`config.mk`:
```
export PLATFORM = sky130hd
export DESIGN_NAME = pwm_generator
export DESIGN_NICKNAME = d
export VERILOG_FILES = /design/src/rtl/pwm_pkg.sv /design/src/rtl/pwm_prescaler.sv /design/src/rtl/pwm_generator.sv
export SDC_FILE = /design/constraint.sdc
export NUM_CORES = 1
export LEC_CHECK = 0
export ABC_AREA = 1
export CAP_MARGIN = 10
export CORE_MARGIN = 3
export CORE_UTILIZATION = 50
export CTS_BUF_LIST = sky130_fd_sc_hd__clkbuf_2
export DETAILED_ROUTE_END_ITERATION = 8
export GPL_ROUTABILITY_DRIVEN = 0
export PLACE_DENSITY_LB_ADDON = 0.3
export REMOVE_ABC_BUFFERS = 1
export SLEW_MARGIN = 25
export SYNTH_ARGS = -nofsm -noshare
export SYNTH_HDL_FRONTEND = slang
export SYNTH_SLANG_ARGS = --single-unit
```
`constraint.sdc`:
```
create_clock -name i_clk -period 1.8 [get_ports i_clk]
set_clock_uncertainty 0.15 [all_clocks]
set_input_delay 0.18 -clock i_clk [delete_from_list [all_inputs] [get_ports i_clk]]
set_output_delay 0.18 -clock i_clk [all_outputs]
set_load 0.05 [all_outputs]
```
`src/rtl/pwm_pkg.sv`:
```
// Shared widths, types and reset constants for the PWM generator and its sequencer.
// Helper functions keep the boundary and duty decisions identical wherever they are used.
package pwm_pkg;

  localparam int unsigned TOP_W   = 8;
  localparam int unsigned CMP_W   = 9;
  localparam int unsigned PRESC_W = 16;

  typedef logic [TOP_W-1:0]   top_t;
  typedef logic [CMP_W-1:0]   cmp_t;
  typedef logic [PRESC_W-1:0] presc_t;

  localparam top_t RESET_TOP_DEFAULT = 8'hFF;
  localparam top_t RESET_COUNT       = '0;
  localparam cmp_t RESET_COMPARE     = '0;

  // A pending field: value waiting for the next period boundary plus its flag.
  typedef struct packed {
    logic valid;
    top_t value;
  } top_pend_t;

  typedef struct packed {
    logic valid;
    cmp_t value;
  } cmp_pend_t;

  localparam top_pend_t TOP_PEND_RESET = '{valid: 1'b0, value: RESET_COUNT};
  localparam cmp_pend_t CMP_PEND_RESET = '{valid: 1'b0, value: RESET_COMPARE};

  // Compare is one bit wider than the counter so a full-scale value gives 100% duty.
  function automatic logic pwm_level(input top_t count, input cmp_t compare);
    return ({1'b0, count} < compare);
  endfunction

  function automatic logic at_boundary(input logic tick, input top_t count, input top_t top);
    return tick && (count >= top);
  endfunction

endpackage

```
`src/rtl/pwm_prescaler.sv`:
```
// Tick generator: one-cycle o_tick every PRESCALE clock cycles.
// The tick is decoded from the slot register, so it carries no input-to-output path.
module pwm_prescaler
  import pwm_pkg::*;
#(
  parameter int unsigned PRESCALE = 1
) (
  input  logic i_clk,
  input  logic i_rst_n,
  output logic o_tick
);

  localparam presc_t LastSlot = presc_t'(PRESCALE - 1);

  presc_t slot_q;
  presc_t slot_d;

  always_comb begin
    o_tick = (slot_q == LastSlot);
    slot_d = o_tick ? '0 : slot_q + presc_t'(1);
  end

  always_ff @(posedge i_clk or negedge i_rst_n) begin
    if (!i_rst_n) begin
      slot_q <= '0;
    end else begin
      slot_q <= slot_d;
    end
  end

endmodule

```
`src/rtl/pwm_generator.sv`:
```
// PWM generator with programmable top/compare; PWM_GENERATOR_SYNC_UPDATE_EN defers
// strobed values to the next period boundary, otherwise they take effect next cycle.
module pwm_generator
  import pwm_pkg::*;
#(
  parameter int unsigned      PRESCALE  = 1,
  parameter logic [TOP_W-1:0] RESET_TOP = RESET_TOP_DEFAULT
) (
  input  logic             i_clk,
  input  logic             i_rst_n,
  input  logic [TOP_W-1:0] i_top,
  input  logic             i_top_valid,
  input  logic [CMP_W-1:0] i_compare,
  input  logic             i_compare_valid,
  output logic             o_pwm,
  output logic             o_period_start,
  output logic             o_applied
);

  logic tick;

  pwm_prescaler #(
    .PRESCALE(PRESCALE)
  ) u_prescaler (
    .i_clk  (i_clk),
    .i_rst_n(i_rst_n),
    .o_tick (tick)
  );

  top_t count_q;
  top_t count_d;
  top_t top_q;
  top_t top_d;
  cmp_t compare_q;
  cmp_t compare_d;
  logic period_start_q;
  logic applied_q;
  logic applied_d;
  logic boundary;

  assign boundary = at_boundary(tick, count_q, top_q);

  always_comb begin
    count_d = count_q;
    if (tick) begin
      count_d = boundary ? RESET_COUNT : count_q + top_t'(1);
    end
  end

`ifdef PWM_GENERATOR_SYNC_UPDATE_EN
  top_pend_t top_pend_q;
  top_pend_t top_pend_d;
  cmp_pend_t cmp_pend_q;
  cmp_pend_t cmp_pend_d;

  always_comb begin
    top_pend_d = top_pend_q;
    cmp_pend_d = cmp_pend_q;
    top_d      = top_q;
    compare_d  = compare_q;
    applied_d  = 1'b0;
    if (boundary) begin
      // A strobe landing on the boundary is forwarded, so no flag survives it.
      if (i_top_valid) begin
        top_d = i_top;
      end else if (top_pend_q.valid) begin
        top_d = top_pend_q.value;
      end
      if (i_compare_valid) begin
        compare_d = i_compare;
      end else if (cmp_pend_q.valid) begin
        compare_d = cmp_pend_q.value;
      end
      applied_d = i_top_valid | top_pend_q.valid | i_compare_valid | cmp_pend_q.valid;
      top_pend_d.valid = 1'b0;
      cmp_pend_d.valid = 1'b0;
    end else begin
      if (i_top_valid) begin
        top_pend_d = '{valid: 1'b1, value: i_top};
      end
      if (i_compare_valid) begin
        cmp_pend_d = '{valid: 1'b1, value: i_compare};
      end
    end
  end

  always_ff @(posedge i_clk or negedge i_rst_n) begin
    if (!i_rst_n) begin
      top_pend_q <= TOP_PEND_RESET;
      cmp_pend_q <= CMP_PEND_RESET;
    end else begin
      top_pend_q <= top_pend_d;
      cmp_pend_q <= cmp_pend_d;
    end
  end
`else
  // Direct update; an oversized count simply wraps on the next tick.
  always_comb begin
    top_d     = i_top_valid ? i_top : top_q;
    compare_d = i_compare_valid ? i_compare : compare_q;
    applied_d = i_top_valid | i_compare_valid;
  end
`endif

  always_ff @(posedge i_clk or negedge i_rst_n) begin
    if (!i_rst_n) begin
      count_q        <= RESET_COUNT;
      top_q          <= RESET_TOP;
      compare_q      <= RESET_COMPARE;
      period_start_q <= 1'b0;
      applied_q      <= 1'b0;
    end else begin
      count_q        <= count_d;
      top_q          <= top_d;
      compare_q      <= compare_d;
      period_start_q <= boundary;
      applied_q      <= applied_d;
    end
  end

  assign o_pwm          = pwm_level(count_q, compare_q);
  assign o_period_start = period_start_q;
  assign o_applied      = applied_q;

endmodule

```
Word level (Yosys, flattened, before mapping)
Cells that the tools add are included.

Divide/modulo/power cells: 0. Bitwise gates (word level): 1. Multiplexer cells: 2. Equality and inequality tests: 0. Reductions and logical operators: 2. Shifts and indexed selects: 0. Add/sub/neg operators: 2. Multipliers: 0. $lt $le $gt $ge: 2.

Operator list (number): $add 16x1->16 const B (1); $logic_not 16->1 (1); $mux 16 (1); $lt 8x9->1 (1); $add 8x1->8 const B (1); $ge 8x8->1 (1); $mux 8 (1); $logic_and 1x1->1 (1); $or 1x1->1 (1).

Bits in latches: 0. ROM bits: 0. Memories kept: 0. Register bits after elaboration: 43. RAM bits: 0. Word-level logic and storage cells: 15.

Logic depth before layout (Yosys ltp)
Gate-level depths: netlist of the first run.

Depth in word-level cells: 3. Gate-level depth with buffers: 10.

Hierarchy
A second synthesis of the first run with hierarchy kept.

Cells, all modules: 286. Area total of the unflattened synthesis: 2403.6 um^2.

By module, submodules not included: pwm_generator (times used 1, area each 1500.2 um^2, sequential area each 685.7 um^2, cells an instance 169); pwm_prescaler (times used 1, area each 903.4 um^2, sequential area each 400.4 um^2, cells an instance 117).

Worst setup path after synthesis of the first run
Ideal clock, no wire load.

Path kind: flip-flop to output port. From: register count_q[2]. To: output o_pwm. Arrival time: 1718 ps. Buffers on the path: 0. Slack: -248 ps. Cell stages (with the launch flop): 7. Data required time: 1470 ps. Cells stage by stage: dfrtp_1 > ha_1 > a21oi_1 > o21ai_0 > nand2_1 > o211ai_1 > nor2_1.

Word-level cells in the longest chain between the ends: 1.

Ends and longest elaborated chain: start, declared (RTL line pwm_generator.sv:30) `top_t count_q;`; start signal, assigned (RTL line pwm_generator.sv:113) `count_q <= count_d;`; $lt 8x9->1 (RTL line pwm_pkg.sv:33) `return ({1'b0, count} < compare);`; end, declared (RTL line pwm_generator.sv:15) `output logic o_pwm,`.

No other way between the ends.

Worst setup path in the final report of the first run
From: register compare_q[6]. To: output o_pwm.

Word-level cells in the longest chain between the ends: 1.

Ends and longest elaborated chain: start, declared (RTL line pwm_generator.sv:34) `cmp_t compare_q;`; start signal, assigned (RTL line pwm_generator.sv:115) `compare_q <= compare_d;`; $lt 8x9->1 (RTL line pwm_pkg.sv:33).

No other way between the ends.

==> results of run 1 <==
==> cells by family after synthesis <==
| logic type | share of synthesized area, % |
|---|---|
| DFF | 43.6 |
| muxes | 0.452 |
| adders and majority gates | 9.05 |
| AOI/OAI and AO/OA | 5.93 |
| and+or+nand+nor | 26.5 |
| xor gates and xnor gates | 4.22 |
| buffers and inverters | 10.2 |
==> through the flow <==
stage                     total power [mW]  util, %  instances
after floorplan                       1.72        -        304
after global placement                2.04     60.3        406
after detailed placement              2.07     60.3        406
after CTS                             2.50     61.7        417
after global routing                  2.87     65.4        421
final                                 2.65     65.4        421
==> routing by layer <==
layer / wire [um] / track usage (%) / part of all wire [%]
met3: 149 / 3.90 / 2.9
met4: 90 / 4.53 / 1.8
met5: 0 / 0 / 0
met2: 2600 / 30.3 / 51
met1: 2230 / 21.0 / 44
==> path summary, 6_finish.rpt <==
kind	startpoint	to	slack [ps]	depth (start not counted)
setup / recovery	compare_q[6]	o_pwm	-310	8
max in group asynchronous	i_rst_n	top_q[2]	840	3
hold reg to reg	u_prescaler.slot_q[0]	u_prescaler.slot_q[0]	340	1
setup reg to reg	count_q[6]	count_q[7]	50	7
hold / removal	i_rst_n	compare_q[3]	80	2
min in group i_clk	i_top[3]	top_q[3]	130	3
==> power breakdown <==
group          total (mW)  internal (mW)  switching [mW]  leakage (nW)
sequential           1.15           1.09          0.0640         0.542
clock               0.394         0.0820           0.312        0.0262
combinational        1.10          0.504           0.599          1.02
==> registers in the layout, summed over array words and instances (netlist names) <==
register / flops
u_prescaler.slot_q: 16
compare_q: 9
count_q: 8
top_q: 8
o_applied: 1
o_period_start: 1
==> worst register-to-register path: cells and delay by family, from the launching register on <==
family,cells,cell delay [ps]
AOI/OAI and AO/OA,1,240
adders and majority gates,1,310
buffers and inverters,2,280
DFF,1,440
and+or+nand+nor,3,250
==> cell type report <==
type / instances / area, um^2 / share of cell area, %
Clock buffer: 5 / 25.0 / 0.805
Clock inverter: 2 / 8.76 / 0.282
Inverter: 57 / 219 / 7.04
Sequential cell: 43 / 1090 / 35.0
Timing Repair Buffer: 41 / 384 / 12.3
Tap cell: 67 / 83.8 / 2.70
Multi-Input combinational cell: 206 / 1300 / 41.9
==> synthesized netlist by cell type (all sizes together) <==
cell type and number:
nand2 75, mux2 1, nand4 14, o211ai 1, clkbuf 3, ha 18, o21a 1, nor4 1
nor3 5, nand3b 1, nor3b 1, buf 3, o21ai 19, nor2 32, inv 56, a21oi 6
nand3 15, or2 1, clkinv 1, xor2 12, dfrtp 35, o21bai 1, dfstp 8
==> timing repair <==
action,in CTS,in global routing
resized for setup,3,30
cloned,0,2
setup endpoints to repair,1,10
pin swaps,4,16
hold buffers,1,0
hold endpoints to repair,39,0
buffers inserted,3,3
==> results.sh, run 1 <==
export IMPL_cts_root_buf="clkbuf_2"
export IMPL_grt_usage_pct=17.1
export IMPL_layout_commonest_cell="nand2_1"
export IMPL_fin_crit_sh_pct=117
export IMPL_drc=0
export IMPL_layout_common_cells="nand2_1, inv_1, dfrtp_1, nor2_1, clkdlybuf4s50_1"
export IMPL_vias=2106
export IMPL_crit_family="flip-flops"
export IMPL_detail_route_antenna_nets=0
export IMPL_num_fill_cells=417
export IMPL_yosysTopAreaCell="dfrtp_1"
export IMPL_cts_tree="built"
export IMPL_hold_viol_final=0
export IMPL_clock_sinks=43
export IMPL_cp_buffers_inverters=3
export IMPL_arrival_ps=1780
export IMPL_synth_area_per_cell_um2=8.03
export IMPL_dpl_hpwl_um=3510
export IMPL_drv_cap=0
export IMPL_slew_violations=0
export IMPL_final_nets=393
export IMPL_grt_max_degree=26
export IMPL_vias_per_cell=5.00
export IMPL_drt_iter0_drc=119
export IMPL_synth_area_top_cells="dfrtp_1, nand2_1, ha_1"
export IMPL_grt_pass1_vias=1908
export IMPL_placed_cell_area_um2=2870
export IMPL_core_um2=4750
export IMPL_grt_pass1_wl_um=8270
export IMPL_synthDistinctLibCells=31
export IMPL_cp_start_kind="register"
export IMPL_antenna_found_initial=0
export IMPL_hp_class="in2async"
export IMPL_die_h_um=76.6
export IMPL_n_antenna_cell=0
export IMPL_slew_limit_headroom_pct=68.5
export IMPL_path_clk_slew_ps=210
export IMPL_dieArea_um2=5860
export IMPL_first_pass_iters=4
export IMPL_yosysWarnings=0
export IMPL_clk_latency_ps=420
export IMPL_rows=25
export IMPL_status="finished with violations"
export IMPL_portBuffers=23
export IMPL_setup_slack_ps=-313
export IMPL_crit_type="reg2out"
export IMPL_setup_viol=1
export IMPL_violations="setup timing"
export IMPL_drive_above_1_share_pct=21.5
export IMPL_syn_area_um2=2490
export IMPL_end_kind="primary output"
export IMPL_ys_ff_latch=43
export IMPL_ir_drop_uv=584
export IMPL_slowest_stage="dfrtp_1"
export IMPL_critical_path_max_stage_delay_ps=410
export IMPL_syn_to_final_growth_pct=25.0
export IMPL_worst_pin_slew_ps=472
export IMPL_grt_ovfl_total=0
export IMPL_io_pins=24
export IMPL_p_leak_nw=1.59
export IMPL_powerDensity_nw_per_um2=851
export IMPL_initial_core_util_pct=52.3
export IMPL_fmax_mhz=473
export IMPL_fin_crit_ps=2110
export IMPL_cp_max_fo=2
export IMPL_pre_cts_ws_ps=19.0
export IMPL_cts_buffers=5
export IMPL_wl_um=5080
export IMPL_fin_area_um2=3110
export IMPL_wire_per_inst_um=12.1
export IMPL_worst_path_most_repeated_cell="inv_1"
export IMPL_htreeDepth=2
export IMPL_required_ps=1470
export IMPL_fin_hold_ws_ps=79.9
export IMPL_grt_setup_unrepaired="yes"
export IMPL_clock_path_buffers=2
export IMPL_yosysTopAreaCellShare_pct=35.2
export IMPL_postSynthCellCount=310
export IMPL_fin_tns_setup_ps=-313
export IMPL_die_x_um=76.6
export IMPL_path_cells="inv_1 > ha_1 > nand4_1 > inv_1 > nand2_1 > o211ai_1 > nor2_2 > buf_12"
export IMPL_yosysSeqAreaShare_pct=43.6
No activity file was read; power rests on OpenSTA's default activity.
==> inputs of run 2 (changes only) <==
--- a/config.mk
+++ b/config.mk
@@ -10,10 +10,12 @@
 export CORE_MARGIN = 3
 export CORE_UTILIZATION = 50
 export CTS_BUF_LIST = sky130_fd_sc_hd__clkbuf_2
+export CTS_CLUSTER_SIZE = 28
 export DETAILED_ROUTE_END_ITERATION = 8
 export GPL_ROUTABILITY_DRIVEN = 0
 export PLACE_DENSITY_LB_ADDON = 0.3
 export REMOVE_ABC_BUFFERS = 1
+export SKIP_LAST_GASP = 1
 export SLEW_MARGIN = 25
 export SYNTH_ARGS = -nofsm -noshare
 export SYNTH_HDL_FRONTEND = slang
==> results.sh, run 2 (same netlist as run 1, synthesis figures left out) <==
export IMPL_status="finished with violations"
export IMPL_violations="setup timing"
export IMPL_clk_latency_ps=420
export IMPL_worst_pin_slew_ps=472
export IMPL_syn_to_final_growth_pct=25.0
export IMPL_powerDensity_nw_per_um2=851
export IMPL_vias_per_cell=5.00
export IMPL_regMostFlops="u_prescaler.slot_q"
export IMPL_wl_um=5080
export IMPL_seqPwrFrac_pct=43.4
export IMPL_p_total_mw=2.65
export IMPL_die_x_um=76.6
export IMPL_switching_share_pct=36.8
export IMPL_cts_buffers=5
export IMPL_switching_power_mw=0.975
export IMPL_clock_sinks=43
export IMPL_cp_start_kind="register"
export IMPL_dpl_hpwl_um=3510
export IMPL_final_nets=393
export IMPL_grt_use_met2_pct=30.3
export IMPL_pwr_share_comb_pct=41.7
export IMPL_cts_tree="built"
export IMPL_p_leak_nw=1.59
export IMPL_top_regs="u_prescaler.slot_q (16), compare_q (9)"
export IMPL_busiest_layer="met2"
export IMPL_required_ps=1470
export IMPL_crit_type="reg2out"
export IMPL_drv_cap=0
export IMPL_antenna_found_initial=0
export IMPL_vias=2106
export IMPL_ff_latch_area_um2=1090
export IMPL_core_um2=4750
export IMPL_cts_root_buf="clkbuf_2"
export IMPL_setup_slack_ps=-313
export IMPL_first_pass_iters=4
export IMPL_n_antenna_cell=0
export IMPL_wire_per_inst_um=12.1
export IMPL_largest_register_ffs=16
export IMPL_fin_tns_setup_ps=-313
export IMPL_fin_hold_ws_ps=79.9
export IMPL_fin_crit_ps=2110
export IMPL_setup_viol=1
export IMPL_htreeDepth=2
export IMPL_slew_limit_headroom_pct=68.5
export IMPL_fmax_mhz=473
export IMPL_p_int_mw=1.67
export IMPL_die_h_um=76.6
export IMPL_num_fill_cells=417
export IMPL_clock_power_share_pct=14.9
export IMPL_drive_above_1_share_pct=21.5
export IMPL_met1_usage_pct=21.0
export IMPL_path_clk_slew_ps=210
export IMPL_grt_usage_pct=17.1
export IMPL_hold_viol_final=0
export IMPL_grt_ovfl_total=0
export IMPL_ir_drop_uv=584
export IMPL_initial_core_util_pct=52.3
export IMPL_io_pins=24
export IMPL_multi_input_area_um2=1300
export IMPL_drt_iter0_drc=119
export IMPL_dieArea_um2=5860
export IMPL_end_kind="primary output"
export IMPL_portBuffers=23
export IMPL_layout_common_cells="nand2_1, inv_1, dfrtp_1, nor2_1, clkdlybuf4s50_1"
export IMPL_slew_violations=0
export IMPL_detail_route_antenna_nets=0
export IMPL_grt_util_met3_pct=3.90
export IMPL_cp_max_fo=2
export IMPL_grt_pass1_wl_um=8270
export IMPL_layout_commonest_cell="nand2_1"
export IMPL_fin_crit_sh_pct=117
export IMPL_grt_max_degree=26
export IMPL_hp_class="in2async"
export IMPL_grt_setup_unrepaired="yes"
export IMPL_grt_pass1_vias=1908
export IMPL_arrival_ps=1780
export IMPL_rows=25
export IMPL_drc=0
export IMPL_clock_path_buffers=2
==> run 2: cell counts in the layout (fill, tap and decap cells not counted) <==
No cell type changed its count.
==> run 2: final timing paths <==
check                                      startpoint               endpoint  slack (ps)  cells after the start
worst min register to register  u_prescaler.slot_q[0]  u_prescaler.slot_q[0]         340                      1
min in group i_clk                           i_top[3]               top_q[3]         130                      3
worst max register to register             count_q[6]             count_q[7]          50                      7
worst min-delay path                          i_rst_n           compare_q[3]          80                      2
max in group asynchronous                     i_rst_n               top_q[2]         840                      3
worst max-delay path                     compare_q[6]                  o_pwm        -310                      8
==> run 2: power by group through the flow <==
stage / combinational (mW) / clock [mW] / sequential [mW]
floorplan: 0.492 / 0 / 1.23
global placement: 0.884 / 0 / 1.16
detailed placement: 0.908 / 0 / 1.16
CTS: 0.949 / 0.416 / 1.14
global route: 1.24 / 0.467 / 1.16
finish: 1.10 / 0.394 / 1.15
==> run 2: worst max-delay path, stage by stage, from the launching register on <==
cell and delay [ps]:
dfrtp_1 410, inv_1 80, ha_1 240, nand4_1 140, inv_1 50, nand2_1 60, o211ai_1 90, nor2_2 140
buf_12 150
==> run 2: final cells by class <==
type | count | share of cell area (%)
clock buffers | 5 | 0.805
well taps | 67 | 2.70
clock inverters | 2 | 0.282
inverters | 57 | 7.04
flip-flops and latches | 43 | 35.0
multi-input cells | 206 | 41.9
repair buffers | 41 | 12.3
==> run 2: repair_timing <==
| action | 4_1_cts | 5_1_grt |
|---|---|---|
| pin swaps | 4 | 16 |
| hold buffers | 1 | 0 |
| buffers inserted | 3 | 3 |
| cloned | 0 | 2 |
| endpoints found under the hold margin | 39 | 0 |
| setup endpoints to repair | 1 | 10 |
| resized for setup | 2 | 31 |
==> run 2: layer usage <==
metal  share of wire [%]  wire, um  vias up
met5                   0         0        -
met4                 1.8        90        0
met3                 2.9       149        8
met2                  51      2600       31
met1                  44      2230     1007
li1                    -         -     1060
==> run 2: stage by stage <==
step	instances	area (um^2)	setup WS (ps)	util, %
after floorplan	304	2450	-248	-
after global placement	406	2870	61.1	60.3
after detailed placement	406	2870	19.0	60.3
after CTS	417	2930	-403	61.7
after global routing	421	3110	-470	65.4
final	421	3110	-313	65.4
